[config.mk]
export PLATFORM = sky130hd
export DESIGN_NAME = pipe_stage_reg
export DESIGN_NICKNAME = d
export VERILOG_FILES = /design/src/rtl/pipe_pkg.sv /design/src/rtl/pipe_sat_cnt.sv /design/src/rtl/pipe_stage_reg.sv
export SDC_FILE = /design/constraint.sdc
export NUM_CORES = 1
export LEC_CHECK = 0
export BUFFER_PORTS_ARGS = -buffer_cell sky130_fd_sc_hd__buf_2
export CORE_MARGIN = 2
export CORE_UTILIZATION = 59
export CTS_CLUSTER_DIAMETER = 200
export DETAILED_ROUTE_END_ITERATION = 8
export GPL_TIMING_DRIVEN = 0
export PLACE_DENSITY = 0.85
export RECOVER_POWER = 100
export SLEW_MARGIN = 10
export SYNTH_ARGS = -nofsm -noshare
export SYNTH_HDL_FRONTEND = slang
export SYNTH_SLANG_ARGS = --single-unit
[constraint.sdc]
create_clock -name clk -period 4.01 [get_ports clk]
set_clock_uncertainty 0.1 [all_clocks]
set_input_delay 0 -clock clk [delete_from_list [all_inputs] [get_ports clk]]
set_output_delay 0 -clock clk [all_outputs]
set_load 0.02 [all_outputs]
[src/rtl/pipe_pkg.sv]
// Shared definitions for the inter-stage pipeline registers.
// No logic: state encoding and payload-width constants only.
// Used by every pipe_* stage module.
package pipe_pkg;

  // Stage occupancy: EMPTY (nothing held), FULL (main only), SKID (main + skid). 2'd3 is illegal.
  typedef enum logic [1:0] {
    EMPTY = 2'd0,
    FULL  = 2'd1,
    SKID  = 2'd2
  } pipe_state_t;

  localparam logic [31:0] NOP_WORD = 32'h0;
  localparam int          PC_W     = 7;
  localparam int          INSTR_W  = 32;
  localparam int          IF_ID_W  = PC_W + INSTR_W;

endpackage

[src/rtl/pipe_sat_cnt.sv]
// Saturating up-counter with synchronous clear.
// Latency: count updates on the edge after inc/clr; clear wins over increment.
// Backpressure: none, pure sink of events; holds at all-ones instead of wrapping.
module pipe_sat_cnt #(
  parameter int CNT_W = 16
) (
  input  logic             clk,
  input  logic             rst,
  input  logic             inc,
  input  logic             clr,
  output logic [CNT_W-1:0] count
);

  // Count events, stick at the maximum, clear on request.
  always_ff @(posedge clk or negedge rst) begin
    if (!rst) begin
      count <= '0;
    end else if (clr) begin
      count <= '0;
    end else if (inc && (count != {CNT_W{1'b1}})) begin
      count <= count + CNT_W'(1);
    end
  end

endmodule

[src/rtl/pipe_stage_reg.sv]
// Inter-stage pipeline register with valid/ready handshake, 2-entry skid, flush and bubble tagging.
// Latency: 1 cycle from acceptance to out_*; full throughput while downstream is ready.
// Backpressure: in_ready comes straight from state (no comb path from out_ready); drops only in SKID.
module pipe_stage_reg
  import pipe_pkg::*;
#(
  parameter int DATA_W      = IF_ID_W,
  parameter bit BUBBLE_ZERO = 1'b1,
  parameter int CNT_W       = 16
) (
  input  logic              clk,
  input  logic              rst,
  input  logic              flush,
  input  logic              in_valid,
  output logic              in_ready,
  input  logic [DATA_W-1:0] in_data,
  input  logic              in_bubble,
  output logic              out_valid,
  input  logic              out_ready,
  output logic [DATA_W-1:0] out_data,
  output logic              out_bubble,
  input  logic              clr_stats,
  output logic [CNT_W-1:0]  stall_cnt
);

  pipe_state_t       state_q, state_d;
  logic [DATA_W-1:0] main_dat_q, main_dat_d;
  logic [DATA_W-1:0] skid_dat_q, skid_dat_d;
  logic              main_bub_q, main_bub_d;
  logic              skid_bub_q, skid_bub_d;
  logic [DATA_W-1:0] in_store_dat;
  logic              acc;
  logic              pop;

  // The illegal encoding 2'd3 reads as EMPTY: not valid, ready to accept.
  assign in_ready   = (state_q != SKID);
  assign out_valid  = (state_q == FULL) || (state_q == SKID);
  assign out_data   = main_dat_q;
  assign out_bubble = main_bub_q;

  assign acc = in_valid & in_ready;
  assign pop = out_valid & out_ready;

  // Bubbles may be stored as a zero payload so downstream sees a clean NOP word.
  assign in_store_dat = (BUBBLE_ZERO && in_bubble) ? '0 : in_data;

  // Next state and register contents; flush overrides every handshake.
  always_comb begin
    state_d    = state_q;
    main_dat_d = main_dat_q;
    main_bub_d = main_bub_q;
    skid_dat_d = skid_dat_q;
    skid_bub_d = skid_bub_q;
    if (flush) begin
      state_d    = EMPTY;
      main_dat_d = '0;
      main_bub_d = 1'b0;
      skid_dat_d = '0;
      skid_bub_d = 1'b0;
    end else begin
      case (state_q)
        FULL: begin
          if (acc && pop) begin
            main_dat_d = in_store_dat;
            main_bub_d = in_bubble;
          end else if (acc) begin
            skid_dat_d = in_store_dat;
            skid_bub_d = in_bubble;
            state_d    = SKID;
          end else if (pop) begin
            state_d = EMPTY;
          end
        end
        SKID: begin
          if (pop) begin
            main_dat_d = skid_dat_q;
            main_bub_d = skid_bub_q;
            state_d    = FULL;
          end
        end
        default: begin
          if (acc) begin
            main_dat_d = in_store_dat;
            main_bub_d = in_bubble;
            state_d    = FULL;
          end
        end
      endcase
    end
  end

  // State, main and skid registers.
  always_ff @(posedge clk or negedge rst) begin
    if (!rst) begin
      state_q    <= EMPTY;
      main_dat_q <= '0;
      main_bub_q <= 1'b0;
      skid_dat_q <= '0;
      skid_bub_q <= 1'b0;
    end else begin
      state_q    <= state_d;
      main_dat_q <= main_dat_d;
      main_bub_q <= main_bub_d;
      skid_dat_q <= skid_dat_d;
      skid_bub_q <= skid_bub_d;
    end
  end

  pipe_sat_cnt #(
    .CNT_W (CNT_W)
  ) u_stall_cnt (
    .clk   (clk),
    .rst   (rst),
    .inc   (out_valid & ~out_ready),
    .clr   (clr_stats),
    .count (stall_cnt)
  );

endmodule

==> impl_metrics.ini <==
[run_status]
outcome = finished, violations left
violations = capacitance limit, slew limit

[cts]
cts_tree = yes
cts_root_buf = clkbuf_8
post_cts_buffers = 0
clk_latency_ps = 360
ctsHtreeMaxLevel = 3
clock_sinks = 98
cts_buffers = 9
cts_buffer_depth = 2
clkTransAtPathRegs_ps = 90

[synth]
synth-edff-count = 0
synth.most_common_cell = dfrtp_1
synth_common_cells = 98 x dfrtp_1, 66 x nand2_1, 61 x a21oi_1, 45 x nor2_1, 40 x mux2_1
syn_inst = 504
ys_ff_latch = 98
yosys-top-cells-area = dfrtp_1 50%, mux2_1 9.2%, a21oi_1 6.2%, nand2_1 5.1%, nand3b_1 3.7%
synthArstFlopShare_pct = 100.0
ys_seq_area_share_pct = 50.04
synth_area_mm2 = 0.004901
postSynthAreaPerCell_um2 = 9.724
synth_cell_types = 47
syn-num-nets = 553
synth_top_area_share_pct = 50.04
synth_top_cell_by_area = dfrtp_1
ys.warnings.count = 0
ys.flop_type = dfrtp_1

[setup_path]
ff2ff_path_depth = 7
path_buf_inv = 2
critPathTopFamily = compound AO/OA/AOI/OAI gates
critPathMaxStageDelay_ps = 510
r2r_start = state_q[0]$_DFFE_PN0P_
cp-end-kind = flip-flop
crit_type = flip-flop to flip-flop
path_cells = inv_1 > ha_1 > nand2b_1 > a2bb2oi_1 > o22ai_1 > clkbuf_1 > mux2_1
required_ps = 4140
r2r_slack_ps = 1280
critical_path_arrival_ps = 2870
regToRegEndpoint = out_data[31]$_DFFE_PN0P_
worst-path-max-fanout = 10
worstSetupStartpointType = flip-flop
slowest_stage = clkbuf_1

[placed_design]
place_area_mm2 = 0.005568
place_hpwl_mm = 8.411
place_congestion = 0.8457
dp.cells = 711
portBuffers = 101

[cells_and_area]
fillers = 607
drive_gt1_share_pct = 9.639
fin_area_mm2 = 0.006041
nNetsFinal = 708
syn_to_final_growth_pct = 23.26
final_cell_count_no_fill = 769
multi_input_area_mm2 = 0.002217
post-route-util_pct = 74.27
diodes = 0
ff_latch_area_mm2 = 0.002452

[sta]
slew_headroom_pct = -21.44
setup_tns_ps = 0
finalHoldViolCount = 0
rsz0062_at_grt = no
drv_slew = 32
fin_crit_ps = 2732
finalSetupViolCount = 0
tightest_slew_ps = 1822
fmax_mhz = 366.0
timing.final.crit_share_pct = 68.14

[route]
first_pass_iters = 6
drc = 0
ant_nets = 0
drtIter0Drc = 253
vias = 4472
drt-vias-per-instance = 5.815
wire_per_inst_um = 16.53
wl_mm = 12.71

[run]
cap_violations = 1

[floorplanning]
rows = 33
dieWidth_um = 95.14
pin_count = 104
die_h_um = 95.14
initial_core_util_pct = 60.25
die-area_mm2 = 0.009052
fp.coreArea_mm2 = 0.008134

[power]
ir_worst_vdd_uv = 294.0
cellLeakagePower_nw = 2.620
total_power_mw = 2.179
power.density_mw_per_mm2 = 360.7

[global_route]
grt_pass1_vias = 4475
grt_first_pass_wirelength_mm = 20.65
grt_usage_pct = 29.27
antenna_found_initial = 0
overflow = 0
grt_max_degree = 68

[worst_hold_path]
holdPathEnd = state_q[0]$_DFFE_PN0P_
min_path_type = input port to flip-flop
hp-start = in_valid
hold_depth = 4
==> metrics by stage <==
stage                     hold WS [ps]  setup slack [ps]
final                            63.79              1278
after global routing             94.43              1076
after CTS                        18.43              1711
after detailed placement        -128.2              1745
after global placement           151.2              1814
after floorplan                 -395.6              2026
==> what timing repair did <==
action,CTS,global route
endpoints found under the hold margin,158,0
resized for setup,0,0
hold buffers,42,0
==> where the power goes <==
part	switching, mW	total (mW)	internal [mW]	leakage (nW)
sequential	0.0400	1.09	1.05	1.34
combinational	0.288	0.457	0.169	1.20
clock	0.340	0.629	0.290	0.0828
==> worst reg2reg max path, cell delays in order, from the launching register on <==
cell and delay (ps):
dfrtp_1 380, inv_1 60, ha_1 330, nand2b_1 250, a2bb2oi_1 150, o22ai_1 440, clkbuf_1 510, mux2_1 400
==> cells by family after synthesis <==
| family | synth area share (%) |
|---|---|
| simple gates | 21.80 |
| compound gates | 13.22 |
| flops | 50.04 |
| buf+inv | 3.880 |
| mux | 9.905 |
| fa+ha+maj | 0.9702 |
| xor+xnor | 0.1787 |
==> state kept, by name (all words and copies together) (netlist names) <==
register / flops
skid_dat_q: 39
state_q: 2
out_data: 39
out_bubble: 1
skid_bub_q: 1
u_stall_cnt.count: 16
==> worst max-delay path by stage <==
stage | startpoint | end | slack (ps) | depth (start not counted)
finish | state_q[0]$_DFFE_PN0P_ | out_data[31]$_DFFE_PN0P_ | 1280 | 7
detailed placement | state_q[0]$_DFFE_PN0P_ | out_data[36]$_DFFE_PN0P_ | 1740 | 7
global placement | state_q[0]$_DFFE_PN0P_ | out_data[28]$_DFFE_PN0P_ | 1810 | 7
CTS | state_q[0]$_DFFE_PN0P_ | out_data[36]$_DFFE_PN0P_ | 1710 | 7
floorplan | state_q[1]$_DFFE_PN0P_ | out_bubble$_DFFE_PN0P_ | 2030 | 6
global route | u_stall_cnt.count[0]$_DFFE_PN0P_ | u_stall_cnt.count[0]$_DFFE_PN0P_ | 1080 | 5
==> area by class of cell <==
class                      count  area share [%]
sequential                    98           40.60
multi-input combinational    361           36.70
timing repair buffer         144           14.58
buffer                        36           2.278
clock buffer                  12           2.237
tap                          105           2.175
clock inverter                 4          0.8699
inverter                       9          0.5592
==> layout by cell type (no fill, tap or decap), types with 24 or more instances in the layout <==
master / instances
nor2_1: 46
clkbuf_1: 93
a21oi_1: 61
nor3b_1: 24
nand3b_1: 24
mux2_1: 40
buf_2: 45
nand2_1: 66
dfrtp_1: 98
dlygate4sd3_1: 42
==> metal layers <==
metal  wire length, um  GRT usage, %
met3               774         4.190
met5                 0             0
met4               340         14.13
met1              5145         37.11
met2              6453         49.35
No activity file was read; power rests on OpenSTA's default activity.
